===== config.mk =====
export PLATFORM = sky130hd
export DESIGN_NAME = sextet_unpacker_flat
export DESIGN_NICKNAME = d
export VERILOG_FILES = /design/src/rtl/sextet_unpacker_pkg.sv /design/src/rtl/sextet_unpacker_if.sv /design/src/rtl/sextet_skid_reg.sv /design/src/rtl/sextet_unpacker.sv /design/src/flat_wrapper.sv
export SDC_FILE = /design/constraint.sdc
export NUM_CORES = 1
export LEC_CHECK = 0
export BUFFER_PORTS_ARGS = -buffer_cell sky130_fd_sc_hd__clkbuf_2
export CAP_MARGIN = 20
export CORE_ASPECT_RATIO = 1.5
export CORE_MARGIN = 5
export CORE_UTILIZATION = 45
export DETAILED_ROUTE_END_ITERATION = 12
export PLACE_DENSITY = 0.66
export SETUP_SLACK_MARGIN = 0.4
export SYNTH_ARGS = -nofsm -noshare
export SYNTH_HDL_FRONTEND = slang
export SYNTH_SLANG_ARGS = --single-unit

===== constraint.sdc =====
create_clock -name InputClock -period 5.45 [get_ports InputClock]
set_input_delay 1.09 -clock InputClock [delete_from_list [all_inputs] [get_ports InputClock]]
set_output_delay 1.09 -clock InputClock [all_outputs]
set_load 0.005 [all_outputs]

===== src/rtl/sextet_unpacker_pkg.sv =====
// Shared constants for the ADC sextet FIFO word layout and the unpacker state encoding.
// The packer on the write side of the FIFO uses the same field positions.
package sextet_unpacker_pkg;

  localparam int WORD_W         = 64;
  localparam int ADC_BIT        = 63;
  localparam int SHIFT_BIT      = 62;
  localparam int SW_BIT         = 61;
  localparam int CNT_MSB        = 60;
  localparam int CNT_LSB        = 48;
  localparam int CNT_W          = 13;
  localparam int BYTES_PER_WORD = 6;
  localparam int POS_W          = 3;
  localparam int FRAME_CNT_W    = 24;

  typedef enum logic [1:0] {
    ST_HUNT = 2'd0,
    ST_LOAD = 2'd1,
    ST_EMIT = 2'd2
  } state_t;

  function automatic logic [CNT_W-1:0] word_count(input logic [WORD_W-1:0] w);
    return w[CNT_MSB:CNT_LSB];
  endfunction

  function automatic logic [2:0] word_flags(input logic [WORD_W-1:0] w);
    return {w[ADC_BIT], w[SHIFT_BIT], w[SW_BIT]};
  endfunction

endpackage


===== src/rtl/sextet_unpacker_if.sv =====
// FIFO read port, byte stream and statistics bundle of the sextet unpacker.
// slave is the unpacker's view; master is the view of whoever drives the FIFO side and consumes bytes.
interface sextet_unpacker_if
  import sextet_unpacker_pkg::*;
#(
  parameter int IDX_W = 16,
  parameter int ERR_W = 16
) ();

  logic [WORD_W-1:0]      FifoData;
  logic                   FifoEmpty;
  logic                   FifoRead;
  logic [7:0]             SampleData;
  logic                   SampleValid;
  logic                   SampleReady;
  logic [IDX_W-1:0]       SampleIndex;
  logic                   FrameStart;
  logic [2:0]             HeaderFlags;
  logic [CNT_W-1:0]       LastFrameLength;
  logic [FRAME_CNT_W-1:0] FrameCount;
  logic                   SeqError;
  logic [ERR_W-1:0]       ErrorCount;
  logic                   ClearStats;

  modport slave (
    input  FifoData, FifoEmpty, SampleReady, ClearStats,
    output FifoRead, SampleData, SampleValid, SampleIndex, FrameStart,
           HeaderFlags, LastFrameLength, FrameCount, SeqError, ErrorCount
  );

  modport master (
    output FifoData, FifoEmpty, SampleReady, ClearStats,
    input  FifoRead, SampleData, SampleValid, SampleIndex, FrameStart,
           HeaderFlags, LastFrameLength, FrameCount, SeqError, ErrorCount
  );

endinterface


===== src/rtl/sextet_skid_reg.sv =====
// One-entry prefetch buffer for the FIFO read port plus tracking of the single outstanding read.
// 'word' presents the skid entry if held, otherwise the word arriving on fifo_data this cycle.
module sextet_skid_reg
  import sextet_unpacker_pkg::*;
(
  input  logic              clk,
  input  logic              rst_n,
  input  logic              fifo_empty,
  input  logic [WORD_W-1:0] fifo_data,
  input  logic              take,
  output logic              fifo_read,
  output logic              avail,
  output logic [WORD_W-1:0] word
);

  logic              outstanding;
  logic              skid_full;
  logic [WORD_W-1:0] skid_word;

  // Gated by reset so no pop reaches the FIFO while the block is held in reset.
  assign fifo_read = rst_n && !fifo_empty && !outstanding && !skid_full;
  assign avail     = skid_full || outstanding;
  assign word      = skid_full ? skid_word : fifo_data;

  always_ff @(posedge clk) begin
    if (!rst_n) begin
      outstanding <= 1'b0;
      skid_full   <= 1'b0;
      skid_word   <= '0;
    end else begin
      outstanding <= fifo_read;
      // A read is never issued while the skid is full, so an arrival always finds it empty.
      if (outstanding && !take) begin
        skid_full <= 1'b1;
        skid_word <= fifo_data;
      end else if (take) begin
        skid_full <= 1'b0;
      end
    end
  end

endmodule


===== src/rtl/sextet_unpacker.sv =====
// Read side of the ADC sextet FIFO: replays each packed word as six bytes with index and frame markers.
// Define SEQ_CHECK_EN to build the count-0 hunting, continuity check, SeqError and ErrorCount.
module sextet_unpacker
  import sextet_unpacker_pkg::*;
#(
  parameter int IDX_W = 16,
  parameter int ERR_W = 16
) (
  input logic               InputClock,
  input logic               ResetN,
  sextet_unpacker_if.slave  bus
);

`ifdef SEQ_CHECK_EN
  localparam state_t RESET_STATE = ST_HUNT;
`else
  localparam state_t RESET_STATE = ST_LOAD;
`endif

  state_t                 state, state_n;
  logic [WORD_W-1:0]      shift_word;
  logic [POS_W-1:0]       byte_pos;
  logic                   valid;
  logic [CNT_W-1:0]       prev_cnt;
  logic                   first_word;
  logic [CNT_W-1:0]       last_len;
  logic [FRAME_CNT_W-1:0] frame_cnt;

  logic              avail;
  logic              take;
  logic [WORD_W-1:0] in_word;
  logic [CNT_W-1:0]  in_cnt;
  logic [CNT_W-1:0]  cur_cnt;
  logic              accept;
  logic              last_byte;
  logic              boundary;
  logic              keep;
  logic              load;
  logic              violation;
  logic              frame_evt;

  sextet_skid_reg u_skid (
    .clk        (InputClock),
    .rst_n      (ResetN),
    .fifo_empty (bus.FifoEmpty),
    .fifo_data  (bus.FifoData),
    .take       (take),
    .fifo_read  (bus.FifoRead),
    .avail      (avail),
    .word       (in_word)
  );

  assign in_cnt    = word_count(in_word);
  assign cur_cnt   = word_count(shift_word);
  assign accept    = valid && bus.SampleReady;
  assign last_byte = (byte_pos == POS_W'(BYTES_PER_WORD - 1));
  assign boundary  = (in_cnt == '0);

`ifdef SEQ_CHECK_EN
  // A repeated count fails the prev+1 test, so duplicates land here as violations.
  assign keep = boundary || (in_cnt == prev_cnt + CNT_W'(1));
`else
  assign keep = 1'b1;
`endif

  always_comb begin
    state_n   = state;
    take      = 1'b0;
    load      = 1'b0;
    violation = 1'b0;
    case (state)
      ST_HUNT: begin
        if (avail) begin
          take = 1'b1;
          if (boundary) begin
            load    = 1'b1;
            state_n = ST_EMIT;
          end
        end
      end
      ST_LOAD: begin
        if (avail) begin
          take = 1'b1;
          if (keep) begin
            load    = 1'b1;
            state_n = ST_EMIT;
          end else begin
            violation = 1'b1;
            state_n   = ST_HUNT;
          end
        end
      end
      ST_EMIT: begin
        if (accept && last_byte) begin
          if (avail) begin
            take = 1'b1;
            if (keep) begin
              load = 1'b1;
            end else begin
              violation = 1'b1;
              state_n   = ST_HUNT;
            end
          end else begin
            state_n = ST_LOAD;
          end
        end
      end
      default: state_n = RESET_STATE;
    endcase
  end

  assign frame_evt = load && boundary && !first_word;

  // Shift register stage: one word held, bytes walked out by byte_pos.
  always_ff @(posedge InputClock) begin
    if (!ResetN) begin
      state      <= RESET_STATE;
      shift_word <= '0;
      byte_pos   <= '0;
      valid      <= 1'b0;
      prev_cnt   <= '0;
      first_word <= 1'b1;
    end else begin
      state <= state_n;
      if (load) begin
        shift_word <= in_word;
        byte_pos   <= '0;
        valid      <= 1'b1;
        prev_cnt   <= in_cnt;
        first_word <= 1'b0;
      end else if (accept) begin
        if (last_byte) begin
          byte_pos <= '0;
          valid    <= 1'b0;
        end else begin
          byte_pos <= byte_pos + POS_W'(1);
        end
      end
      if (violation) first_word <= 1'b1;
    end
  end

  always_ff @(posedge InputClock) begin
    if (!ResetN || bus.ClearStats) begin
      last_len  <= '0;
      frame_cnt <= '0;
    end else if (frame_evt) begin
      last_len  <= prev_cnt;
      frame_cnt <= frame_cnt + FRAME_CNT_W'(1);
    end
  end

`ifdef SEQ_CHECK_EN
  logic             seq_err;
  logic [ERR_W-1:0] err_cnt;

  function automatic logic [ERR_W-1:0] sat_inc(input logic [ERR_W-1:0] v);
    return (&v) ? v : v + ERR_W'(1);
  endfunction

  always_ff @(posedge InputClock) begin
    if (!ResetN) begin
      seq_err <= 1'b0;
      err_cnt <= '0;
    end else begin
      seq_err <= violation;
      if (bus.ClearStats)  err_cnt <= '0;
      else if (violation)  err_cnt <= sat_inc(err_cnt);
    end
  end

  assign bus.SeqError   = seq_err;
  assign bus.ErrorCount = err_cnt;
`else
  assign bus.SeqError   = 1'b0;
  assign bus.ErrorCount = '0;
`endif

  assign bus.SampleData      = shift_word[{byte_pos, 3'b000} +: 8];
  assign bus.SampleValid     = valid;
  assign bus.SampleIndex     = IDX_W'(cur_cnt) * IDX_W'(BYTES_PER_WORD) + IDX_W'(byte_pos);
  assign bus.FrameStart      = valid && (cur_cnt == '0) && (byte_pos == '0);
  assign bus.HeaderFlags     = word_flags(shift_word);
  assign bus.LastFrameLength = last_len;
  assign bus.FrameCount      = frame_cnt;

endmodule


===== src/flat_wrapper.sv =====
// flat-port wrapper written by rule: the top's interface ports become plain ports
module sextet_unpacker_flat import sextet_unpacker_pkg::*;
#(
  parameter int IDX_W = 16,
  parameter int ERR_W = 16
)
  (InputClock, ResetN, bus_FifoData, bus_FifoEmpty, bus_SampleReady, bus_ClearStats, bus_FifoRead, bus_SampleData, bus_SampleValid, bus_SampleIndex, bus_FrameStart, bus_HeaderFlags, bus_LastFrameLength, bus_FrameCount, bus_SeqError, bus_ErrorCount);
  sextet_unpacker_if #(.IDX_W(IDX_W), .ERR_W(ERR_W)) bus_i ();
  input logic InputClock;
  input logic ResetN;
  input wire logic [$bits(bus_i.FifoData)-1:0] bus_FifoData;
  input wire logic [$bits(bus_i.FifoEmpty)-1:0] bus_FifoEmpty;
  input wire logic [$bits(bus_i.SampleReady)-1:0] bus_SampleReady;
  input wire logic [$bits(bus_i.ClearStats)-1:0] bus_ClearStats;
  output wire logic [$bits(bus_i.FifoRead)-1:0] bus_FifoRead;
  output wire logic [$bits(bus_i.SampleData)-1:0] bus_SampleData;
  output wire logic [$bits(bus_i.SampleValid)-1:0] bus_SampleValid;
  output wire logic [$bits(bus_i.SampleIndex)-1:0] bus_SampleIndex;
  output wire logic [$bits(bus_i.FrameStart)-1:0] bus_FrameStart;
  output wire logic [$bits(bus_i.HeaderFlags)-1:0] bus_HeaderFlags;
  output wire logic [$bits(bus_i.LastFrameLength)-1:0] bus_LastFrameLength;
  output wire logic [$bits(bus_i.FrameCount)-1:0] bus_FrameCount;
  output wire logic [$bits(bus_i.SeqError)-1:0] bus_SeqError;
  output wire logic [$bits(bus_i.ErrorCount)-1:0] bus_ErrorCount;
  assign bus_i.FifoData = bus_FifoData;
  assign bus_i.FifoEmpty = bus_FifoEmpty;
  assign bus_i.SampleReady = bus_SampleReady;
  assign bus_i.ClearStats = bus_ClearStats;
  assign bus_FifoRead = bus_i.FifoRead;
  assign bus_SampleData = bus_i.SampleData;
  assign bus_SampleValid = bus_i.SampleValid;
  assign bus_SampleIndex = bus_i.SampleIndex;
  assign bus_FrameStart = bus_i.FrameStart;
  assign bus_HeaderFlags = bus_i.HeaderFlags;
  assign bus_LastFrameLength = bus_i.LastFrameLength;
  assign bus_FrameCount = bus_i.FrameCount;
  assign bus_SeqError = bus_i.SeqError;
  assign bus_ErrorCount = bus_i.ErrorCount;
  sextet_unpacker #(.IDX_W(IDX_W), .ERR_W(ERR_W)) u_core (.InputClock(InputClock), .ResetN(ResetN), .bus(bus_i));
endmodule

# Word-level counts from Yosys, hierarchy flattened
# Index checks and enable logic that the tools add are counted.
# classes
eq_ne,8
shift,1
bitwise_logic,1
n_addsub,3
multipliers,1
mux,19
n_reduce_logical,29
# ops
cell,n
2-to-1 mux 64 bit,1
indexed part select 64 x 7 -> 8 bit,1
logical NOT 13 bit,2
adder 24 x 1 -> 24 bit (second input constant),1
adder 16 x 3 -> 16 bit,1
multiplier 13 x 2 -> 15 bit (second input constant),1
logical AND 1 bit,10
2-to-1 mux 2 bit,5
2-to-1 mux 1 bit,9
inequality test 2 x 1 -> 1 bit (second input constant),4
logical NOT 1 bit,6
one-hot mux 2 bit (3 select lines),1
nonzero test 2 bit,3
AND reduction 5 bit,1
OR reduction 2 bit,2
adder 3 x 1 -> 3 bit (second input constant),1
== test 3 bit (second input constant),1
logical NOT 3 bit,1
2-to-1 mux 3 bit,1
one-hot mux 1 bit (3 select lines),1
== test 2 x 1 -> 1 bit (second input constant),1
== test 2 bit (second input constant),1
logical NOT 2 bit,1
logical OR 1 bit,2
other kinds (4),4
# word_totals
register_bits,187
output_inout_bits,84
word_cells,73
in_bits,69

# Logic depth before layout (Yosys ltp)
# Gate-level depths: netlist of the first run.
# logic_depth
depth_word,7
mapped_depth,10
depth_no_buf,10

# Hierarchy
# From an unflattened synthesis of the first run, not the netlist that was laid out.
# hier_totals
cells_unflattened,1032
hier_area_um2,9220.1
# modules_own_cells
module,n_inst,seq_area_each_um2,area_each_um2,cells_per_inst
sextet_unpacker,1,2162.1,5753.0,676
sextet_skid_reg,1,1321.3,3467.1,356

# Worst setup path after synthesis of the first run
# OpenSTA, ideal clock, no wires.
# synth_path
path_type,register to output
from,register u_core.prev_cnt[0] (netlist name)
to,output port bus_SampleIndex[14]
path_slack_ps,1849
arrival_time_ps,2511
n_path_buf,0
required_time_ps,4360
path_stages_with_launch,11
path_cell_list,dfxtp_1 > ha_1 > inv_1 > fa_1 > nand2b_1 > a211oi_1 > and3b_1 > or3_1 > and2_1 > nor4_2 > xnor2_1
# synth_lines
element,line_no,rtl
"end, declared",flat_wrapper.sv:18,output wire logic [$bits(bus_i.SampleIndex)-1:0] bus_SampleIndex;

==> reports/metrics.csv, run 1 <==
stage,metric,value,unit
cells_and_area,seq_area,0.00349,mm²
setup_path,critical-path-slowest-cell,dfxtp_1,
global_routing,grt_usage,0.204,
setup_path,crit_family,simple AND/OR/NAND/NOR gates,
synth,syn_avg_cell_area,8.57,µm²
floorplanning,die_h,186,µm
cts,hold_buffers,0,
min_path,holdCritPathClass,register to register,
cts,cts_setup_buffers,0,
place,post-place-ws,1.51,ns
cells_and_area,final.fill_count,1974,
place,dpl.hpwl,17200,µm
setup_path,critPathMaxFanout,6,
synth,synthArstFlopShare,0,
routing,drt_first_pass_iters,5,
floorplanning,dieArea,0.0237,mm²
routing,drt_iter0_markers,530,
cts,cts_root_buffer,clkbuf_16,
synth,synth_cell_types,64,
routing,wirelength,24300,µm
setup_path,worstSetupPathDepth,11,
global_routing,grt_max_degree,117,
setup_path,setup.worst_path.end_class,primary output,
cts,clock_latency,0.43,ns
synth,yosysWarnings,0,
min_path,holdPathStages,2,
setup_path,crit_arrival,3.27,ns
cts,clock_sinks,174,
sta,tns,0,ns
floorplanning,die_x,127,µm
power_and_ir_drop,ir_worst_vdd,0.225,mV
power_and_ir_drop,p_leak,4.17,nW
routing,vias_per_cell,5.39,
sta,finalCritPeriodShare,0.800,
cells_and_area,antennaDiodeCount,0,
synth,synthCells,1086,
setup_path,timing.rr.end,u_core.prev_cnt[1],
floorplanning,rows,64,
setup_path,endpoint,bus_SampleIndex[14],
cts,cts_resized,0,
routing,postRouteAntennaNets,0,
cells_and_area,mostFrequentLayoutCells,"nand2_1, dfxtp_1, clkbuf_2, nor2_1, a21oi_1",
cts,cts.path.max_buffers,2,
setup_path,r2r-start,u_core.byte_pos[2],
synth,synth_edf_count,0,
setup_path,required,4.36,ns
place,port_buffers,135,
sta,finClkSkew,0.0106,ns
sta,period_minus_slack,4.36,ns
sta,hold_viol,0,
sta,rsz0062_at_grt,no,
setup_path,r2r_slack,2.26,ns
cells_and_area,drive_gt1_frac,0.203,
global_routing,antenna_found_initial,0,
synth,synth_seq_area_share,0.374,
global_routing,grt_remaining_overflow,0,
sta,slew_headroom,0.417,
routing,via_count,7785,
floorplanning,start_util,0.456,
setup_path,reg2regPathDepth,7,
cells_and_area,final_common_cell,nand2_1,
setup_path,max_stage_delay,0.44,ns
setup_path,crit_type,register to primary output,
synth,ys_ff_latch,174,
routing,drc_errors,0,
synth,synth_area,0.00931,mm²
cells_and_area,fin_nets,1261,
sta,setup_viol_count_final,0,
global_routing,grt_pass1_wl,38800,µm
global_routing,grt_pass1_vias,7334,
sta,worst_pin_slew,0.872,ns
setup_path,path_cells,ha_1 -> inv_1 -> fa_1 -> nand2b_1 -> a211oi_1 -> and3b_1 -> or3_1 -> and2_1 -> nor4_2 -> xnor2_1 -> clkbuf_2,
setup_path,startpoint_type,register,
sta,fmax,229,MHz
setup_path,critPathLaunch,u_core.prev_cnt[1],
run_status,status,completed,
cts,cts_tree,done,
floorplanning,ios,153,
sta,maxSlewViolCount,0,
place,place_congestion,0.866,
synth,ys.flop_type,dfxtp_1,
flow_run,drv_cap,0,
cts,htree_levels,4,
cts,cts_buffers,17,
cells_and_area,area_growth,13.5,%
cts,clk_pin_slew_worst_paths,0.06,ns
setup_path,path_buf_inv,2,
power_and_ir_drop,power_density,281,mW/mm²
cells_and_area,multi_input_area,0.00532,mm²
sta,fin_ws,1.09,ns
floorplanning,core_area,0.0204,mm²
sta,whs,0.458,ns
routing,routedWlPerCell,16.8,µm
-- state kept, by name, summed over array words and instances (netlist names) --
signal / count
u_core.bus.FrameCount: 24
u_core.bus.LastFrameLength: 13
u_core.bus.SampleValid: 1
u_core.byte_pos: 3
u_core.first_word: 1
u_core.prev_cnt: 12
u_core.shift_word: 52
u_core.state: 2
u_core.u_skid.outstanding: 1
u_core.u_skid.skid_full: 1
u_core.u_skid.skid_word: 64
-- metal layers --
metal  vias to the layer above  share of wire  GRT usage
met1                      3708           0.43      0.254
met4                         0          0.021     0.0670
met5                         -              0          0
met3                        28          0.039     0.0383
li1                       3889              -          -
met2                       160           0.51      0.356
-- cell usage after synthesis, types with 3 or more instances --
cell / number / area, µm²
buf_4: 30 / 225
dfxtp_1: 174 / 3480
nor3b_1: 3 / 22.5
or3_1: 3 / 18.8
inv_1: 18 / 67.6
and3b_1: 3 / 26.3
xnor2_1: 17 / 149
buf_2: 9 / 45.0
a21boi_0: 64 / 480
o21ai_1: 4 / 20.0
xor2_1: 24 / 210
mux4_2: 16 / 360
nand4_1: 11 / 68.8
a21o_2: 3 / 26.3
nor2b_1: 68 / 425
and3_1: 4 / 25.0
nor4_1: 4 / 25.0
mux2i_1: 15 / 150
o21ai_0: 7 / 35.0
buf_1: 5 / 18.8
nor2_1: 128 / 480
nand2_1: 177 / 664
and2_1: 8 / 50.1
o221a_2: 14 / 158
o221a_1: 50 / 563
ha_1: 23 / 288
nand3_1: 13 / 65.1
nor3_1: 8 / 40.0
clkbuf_1: 55 / 206
o21ai_2: 3 / 26.3
a21oi_1: 79 / 395
-- area by class of cell --
type	count	area share
tap	264	0.0313
sequential	174	0.330
clock inverter	13	0.0108
clock buffer	19	0.0429
timing repair buffer	147	0.0746
multi-input combinational	808	0.504
inverter	19	0.00675
-- report_power, final --
part / internal [mW] / total (mW) / leakage (nW) / switching [mW]
registers: 1.32 / 1.37 / 1.41 / 0.0510
logic: 0.184 / 0.423 / 2.47 / 0.240
clock network: 0.655 / 1.17 / 0.280 / 0.517
total: 2.16 / 2.97 / 4.17 / 0.808
-- cell families after synthesis --
group | share of synthesized area
AOI/OAI and AO/OA | 0.199
muxes | 0.0548
DFF | 0.374
and+or+nand+nor | 0.232
other | 0.000403
buffers and inverters | 0.0633
adders and majority gates | 0.0352
xor gates and xnor gates | 0.0403
-- worst reg2reg max path, stage by stage (launching register included) --
cell and delay [ns]:
dfxtp_1 0.67, inv_2 0.21, or3_1 0.45, o21ai_1 0.27
o31ai_4 0.14, nor2_4 0.68, buf_4 0.46, o221a_2 0.25
-- worst min path at each step --
| stage | startpoint | slack, ns | end |
|---|---|---|---|
| after CTS | u_core.first_word | 0.46 | u_core.first_word |
| after global routing | u_core.u_skid.skid_word[44] | 0.48 | u_core.u_skid.skid_word[44] |
| after floorplan | u_core.first_word | 0.43 | u_core.first_word |
| final | u_core.first_word | 0.46 | u_core.first_word |
| after global placement | u_core.first_word | 0.44 | u_core.first_word |
| after detailed placement | u_core.first_word | 0.44 | u_core.first_word |
-- metrics by stage --
| stage | power (mW) | instance area, µm² | cells | utilization |
|---|---|---|---|---|
| after global routing | 3.09 | 10600 | 1444 | 0.518 |
| after floorplan | 1.69 | 9370 | 1102 | - |
| after CTS | 2.99 | 10500 | 1443 | 0.516 |
| after detailed placement | 1.82 | 9970 | 1411 | 0.488 |
| final | 2.97 | 10600 | 1444 | 0.518 |
| after global placement | 1.81 | 9970 | 1411 | 0.488 |
Power figures use the tool's default switching activity.
==> inputs of run 2 (changes only) <==
Settings changed: ABC_AREA set to 1, PLACE_DENSITY 0.66 to 0.68.
Clock period 5.45 ns to 3.9 ns, I/O delays scaled along.
==> run 2 against run 1 <==
Compared with the run above:
- global-route usage grew 0.37 points
- critical path type unchanged
- final cell count grew 23%
- clock power grew 41%
- critical endpoint unchanged
==> reports/metrics.csv, run 2 <==
stage,metric,value,unit
sta,slew_headroom,0.495,
setup_path,crit_arrival,2.59,ns
synth,synth_edf_count,0,
place,port_buffers,135,
cells_and_area,final_util,0.534,
cells_and_area,drive_gt1_frac,0.185,
sta,worst_pin_slew,0.758,ns
min_path,holdCritPathClass,register to register,
cts,cts_root_buffer,clkbuf_16,
floorplanning,die_x,128,µm
sta,setup_viol_count_final,0,
synth,ys_top_cells_by_count,"nand2_1, nor2_1, inv_1, dfxtp_1, o21ai_0",
power_and_ir_drop,swShare,0.291,
cts,clock_latency,0.43,ns
power_and_ir_drop,p_sw,1.31,mW
power_and_ir_drop,ir_worst_vdd,0.286,mV
power_and_ir_drop,pwr-share-seq,0.453,
routing,via_count,8850,
sta,rsz0062_at_grt,no,
routing,wirelength,24900,µm
power_and_ir_drop,internal-power,3.18,mW
floorplanning,core_area,0.0205,mm²
place,dpl.hpwl,18300,µm
setup_path,critical-path-slowest-cell,fa_2,
global_routing,grt_usage,0.208,
synth,ys_ff_latch,174,
run_status,status,completed,
floorplanning,rows,64,
routing,vias_per_cell,5.00,
floorplanning,ios,153,
setup_path,startpoint_type,register,
synth,yosysTopAreaCellShare,0.370,
cts,cts_tree,done,
synth,yosysTopAreaCell,dfxtp_1,
setup_path,path_cells,ha_4 -> inv_2 -> fa_2 -> inv_2 -> nand2_1 -> nor2_1 -> nand3_2 -> nor2_2 -> nand3_2 -> nor2_4 -> nand3_1 -> nand2_1 -> nand2_1 -> inv_1 -> clkbuf_2,
cells_and_area,antennaDiodeCount,0,
setup_path,max_stage_delay,0.45,ns
power_and_ir_drop,combPwrFrac,0.179,
cts,cts_buffers,17,
place,place_congestion,0.884,
cts,clk_pin_slew_worst_paths,0.06,ns
routing,postRouteAntennaNets,0,
routing,routedWlPerCell,14.1,µm
synth,synthArstFlopShare,0,
cts,hold_buffers,0,
cells_and_area,mostFrequentLayoutCells,"nand2_1, nor2_1, inv_1, dfxtp_1, o21ai_0",
sta,whs,0.441,ns
sta,finClkSkew,0.00817,ns
synth,yosysWarnings,0,
cts,cts.path.max_buffers,2,
global_routing,grt_pass1_vias,8432,
cts,clock_sinks,174,
synth,ys.flop_type,dfxtp_1,
cells_and_area,final_common_cell,nand2_1,
routing,drc_errors,0,
routing,drt_iter0_markers,565,
setup_path,required,3.12,ns
floorplanning,start_util,0.459,
global_routing,grt_remaining_overflow,0,
cells_and_area,area_growth,16.3,%
sta,hold_viol,0,
sta,period_minus_slack,3.37,ns
setup_path,critPathMaxFanout,5,
cts,htree_levels,4,
setup_path,setup.worst_path.end_class,primary output,
power_and_ir_drop,p_leak,4.99,nW
global_routing,antenna_found_initial,0,
synth,synth_seq_area_share,0.370,
synth,synth_area,0.00942,mm²
floorplanning,die_h,187,µm
cells_and_area,largest_reg_flops,64,
synth,synthTopCellsByArea,"dfxtp_1, nand2_1, nor2_1, inv_1, o21ai_0",
sta,finalCritPeriodShare,0.864,
power_and_ir_drop,power_density,410,mW/mm²
routing,drt_first_pass_iters,5,
sta,tns,0,ns
cells_and_area,regMostFlops,u_core.u_skid.skid_word,
floorplanning,dieArea,0.0240,mm²
global_routing,grt_pass1_wl,40500,µm
setup_path,crit_type,register to primary output,
global_routing,grt_max_degree,129,
synth,syn_avg_cell_area,6.78,µm²
power_and_ir_drop,clock_power_share,0.368,
synth,synth_most_common_cell,nand2_1,
sta,maxSlewViolCount,0,
sta,fmax,297,MHz
flow_run,drv_cap,0,
synth,synthCells,1389,
setup_path,cpMostUsedCell,nand2_1,
synth,synth_cell_types,38,
cells_and_area,fin_nets,1587,
==> run 2: changes by cell type in the layout (fill, tap and decap cells not counted), sizes merged, moves of 10 or more <==
| cell | delta |
|---|---|
| mux2i | -15 |
| mux2 | +51 |
| a21oi | +10 |
| o221a | -64 |
| nor2 | +92 |
| nor2b | -68 |
| inv | +176 |
| xnor2 | -15 |
| nand2 | +97 |
| o21ai | +129 |
| a21boi | -65 |
| mux4 | -16 |
| nand3 | +25 |
==> run 2: worst max-delay path, delay by kind of cell (launching register included) <==
| family | cells | cell delay (ns) |
|---|---|---|
| adder cells (fa/ha/maj) | 2 | 0.63 |
| buffers and inverters | 4 | 0.27 |
| flip-flops | 1 | 0.37 |
| AND/OR/NAND/NOR | 9 | 0.90 |
==> run 2: logic make-up after synthesis <==
| group | Yosys count | synth area share |
|---|---|---|
| simple gates | 571 | 0.242 |
| buf+inv | 283 | 0.125 |
| compound gates | 262 | 0.147 |
| flops | 174 | 0.370 |
| mux | 51 | 0.0610 |
| fa+ha+maj | 25 | 0.0348 |
| xor+xnor | 22 | 0.0205 |
| other cells | 1 | 0.000398 |
==> run 2: power by group through the flow <==
stage	combinational [mW]	clock, mW	sequential [mW]
2_1_floorplan	0.570	0	2.02
3_3_place_gp	0.756	0	2.06
3_5_place_dp	0.769	0	2.07
4_1_cts	0.781	1.68	2.03
5_1_grt	0.918	1.77	2.05
6_report	0.802	1.65	2.03
==> run 2: what timing repair did <==
item | 4_1_cts | 5_1_grt
endpoints found under the hold margin | 0 | 0
pin swaps | 3 | 7
endpoints found under the setup margin | 6 | 5
gates resized for setup | 14 | 28
buffers inserted | 0 | 4
==> run 2: per-layer routing <==
metal  track usage  wire, µm  vias up
met3        0.0417      1210       60
met4        0.0899       945        0
met1         0.236      9940     3973
met2         0.371     12800      234
met5             0         0        -
li1              -         -     4583
==> run 2: path summary, 6_finish.rpt <==
kind         depth (start not counted)  slack [ns]                        start                          end
max reg2reg                          9        0.94      u_core.u_skid.skid_full           u_core.prev_cnt[0]
min                                  2        0.44  u_core.u_skid.skid_word[16]  u_core.u_skid.skid_word[16]
min reg2reg                          2        0.44  u_core.u_skid.skid_word[16]  u_core.u_skid.skid_word[16]
max                                 15        0.53           u_core.prev_cnt[1]          bus_SampleIndex[14]
==> run 2: through the flow <==
step           total power, mW  std cells  cell area [µm²]  setup WS, ns
2_1_floorplan             2.59       1405             9480         0.964
3_3_place_gp              2.82       1733            10200         0.586
3_5_place_dp              2.84       1733            10200         0.550
4_1_cts                   4.50       1764            10800         0.410
5_1_grt                   4.73       1769            11000         0.379
6_report                  4.49       1769            11000         0.531
==> run 2: cell type report <==
class | count | area (µm²)
Fill cell | 2130 | 9550
Multi-Input combinational cell | 948 | 4970
Sequential cell | 174 | 3500
Timing Repair Buffer | 154 | 838
Inverter | 198 | 743
Clock buffer | 22 | 484
Tap cell | 264 | 330
Clock inverter | 9 | 83.8
==> inputs of run 3 (changes only) <==
Settings changed: PLACE_DENSITY 0.68 to 0.74.
Clock period 3.9 ns to 3 ns, I/O delays scaled along.
==> run 3 against run 2 <==
Compared with the run above:
- critical path type unchanged
- die area stayed put
- critical endpoint is now bus_SampleIndex[12]
- cell area rose by 2.9%
- power up 32%
- largest power group unchanged
- sequential power up 30%
- sequential share of layout area is 0.87 points lower
- the run now ends with setup timing left
- routed wire length grew 4.6%
==> reports/metrics.csv, run 3 (synthesized netlist as in run 2, its figures left out) <==
stage,metric,value,unit
routing,vias_per_cell,5.05,
place,place_congestion,0.917,
cts,clk_pin_slew_worst_paths,0.07,ns
floorplanning,die_x,128,µm
power_and_ir_drop,power_density,527,mW/mm²
routing,drt_iter0_markers,560,
cells_and_area,final_util,0.550,
routing,routedWlPerCell,14.5,µm
power_and_ir_drop,ir_worst_vdd,0.344,mV
global_routing,grt_pass1_vias,8699,
setup_path,cpMostUsedCell,nand2_2,
cells_and_area,fin_nets,1610,
global_routing,grt_pass1_wl,41800,µm
setup_path,setup.worst_path.end_class,primary output,
setup_path,required,2.40,ns
cells_and_area,mostFrequentLayoutCells,"nand2_1, nor2_1, inv_1, dfxtp_1, o21ai_0",
cts,htree_levels,4,
routing,via_count,9056,
floorplanning,rows,64,
sta,fin_ws,-0.339,ns
setup_path,startpoint_type,register,
sta,finClkSkew,0.0189,ns
floorplanning,dieArea,0.0240,mm²
setup_path,crit_type,register to primary output,
cts,cts_tree,done,
sta,rsz0062_at_grt,yes,
global_routing,antenna_found_initial,0,
setup_path,critPathMaxFanout,4,
floorplanning,core_area,0.0205,mm²
cells_and_area,drive_gt1_frac,0.205,
global_routing,grt_max_degree,129,
cts,cts.path.max_buffers,2,
cells_and_area,final_common_cell,nand2_1,
sta,tns,-2.46,ns
sta,period_minus_slack,3.34,ns
routing,postRouteAntennaNets,0,
cts,clock_latency,0.44,ns
cells_and_area,antennaDiodeCount,0,
routing,drc_errors,0,
cts,cts_root_buffer,clkbuf_16,
setup_path,path_cells,clkinvlp_4 -> ha_4 -> ha_4 -> nand2_2 -> nand2_2 -> nand2_4 -> nor2_4 -> nand3_2 -> nor2_2 -> nand3_1 -> nor2_1 -> buf_4 -> buf_6 -> nand2_2 -> nand2_1 -> nand2_1 -> inv_1 -> clkbuf_2,
place,port_buffers,135,
routing,drt_first_pass_iters,5,
run_status,violations,setup timing,
power_and_ir_drop,p_leak,5.18,nW
sta,maxSlewViolCount,0,
cells_and_area,largest_reg_flops,64,
floorplanning,die_h,187,µm
cells_and_area,area_growth,19.6,%
place,post-place-ws,0.0572,ns
global_routing,grt_usage,0.215,
place,place_area,0.0103,mm²
cells_and_area,fin_area,0.0113,mm²
min_path,holdCritPathClass,primary input to register,
floorplanning,ios,153,
sta,setup_viol_count_final,9,
place,dpl.hpwl,18700,µm
cells_and_area,multi_input_area,0.00502,mm²
global_routing,grt_remaining_overflow,0,
sta,finalCritPeriodShare,1.11,
setup_path,max_stage_delay,0.39,ns
cells_and_area,regMostFlops,u_core.u_skid.skid_word,
setup_path,crit_arrival,2.74,ns
cts,clock_sinks,174,
flow_run,drv_cap,0,
sta,hold_viol,0,
cts,cts_buffers,17,
setup_path,path_buf_inv,5,
run_status,status,finished with violations,
routing,wirelength,26100,µm
sta,fmax,299,MHz
cells_and_area,seq_area,0.00350,mm²
floorplanning,start_util,0.459,
setup_path,crit_family,simple AND/OR/NAND/NOR gates,
setup_path,critical-path-slowest-cell,dfxtp_4,
sta,slew_headroom,0.289,
cells_and_area,final.fill_count,2021,
sta,worst_pin_slew,1.07,ns
-- run 3: cell count changes in the layout (fill, tap and decap cells not counted), sizes merged --
cell    previous run  this run
buf               20        50
clkbuf           156       151
inv              198       196
clkinv             4         5
-- run 3: what timing repair did --
| action | 4_1_cts | 5_1_grt |
|---|---|---|
| hold buffers | 0 | 0 |
| gates resized for setup | 28 | 39 |
| pin swaps | 10 | 14 |
| buffers inserted | 16 | 7 |
| setup endpoints to repair | 83 | 73 |
-- run 3: final cells by class --
cell class	count	share of cell area
inverters	198	0.0669
clock buffers	24	0.0445
flip-flops and latches	174	0.311
well taps	264	0.0293
multi-input cells	948	0.446
repair buffers	177	0.0954
clock inverters	8	0.00722
-- run 3: worst paths after layout --
check	from	endpoint	slack, ns	depth (start not counted)
worst max-delay path	u_core.prev_cnt[1]	bus_SampleIndex[12]	-0.34	18
worst min-delay path	bus_FifoEmpty	u_core.u_skid.outstanding	0.35	2
worst max register to register	u_core.u_skid.skid_full	u_core.shift_word[9]	0.55	12
worst min register to register	u_core.u_skid.skid_word[61]	u_core.u_skid.skid_word[61]	0.44	2
-- run 3: worst reg2reg max path: stages (launching register included) --
cell	delay [ns]
dfxtp_4	0.41
buf_8	0.18
o21ai_1	0.19
nand2_1	0.08
nor2_1	0.17
nand3_1	0.11
nor2_2	0.30
nand2_1	0.12
nand2_2	0.12
inv_2	0.21
buf_12	0.25
nor2_1	0.13
nor2_1	0.06
-- run 3: report_power, final --
part | internal, mW | total (mW) | switching (mW) | leakage, nW
combinational | 0.444 | 1.11 | 0.668 | 3.47
clock | 1.26 | 2.20 | 0.941 | 0.282
sequential | 2.50 | 2.63 | 0.128 | 1.43
-- run 3: metrics by stage --
| step | total power [mW] | instances | hold slack (ns) |
|---|---|---|---|
| floorplan | 3.38 | 1405 | 0.420 |
| global placement | 3.69 | 1738 | 0.428 |
| detailed placement | 3.71 | 1738 | 0.435 |
| CTS | 5.93 | 1786 | 0.349 |
| global route | 6.23 | 1793 | 0.364 |
| finish | 5.94 | 1793 | 0.353 |
-- run 3: metal layers --
layer | wire length [µm] | vias up | part of all wire | GRT usage
met1 | 10100 | 4127 | 0.39 | 0.235
met5 | 0 | - | 0 | 0
met3 | 1200 | 60 | 0.046 | 0.0354
met2 | 13900 | 251 | 0.53 | 0.404
li1 | - | 4618 | - | -
met4 | 874 | 0 | 0.034 | 0.0850
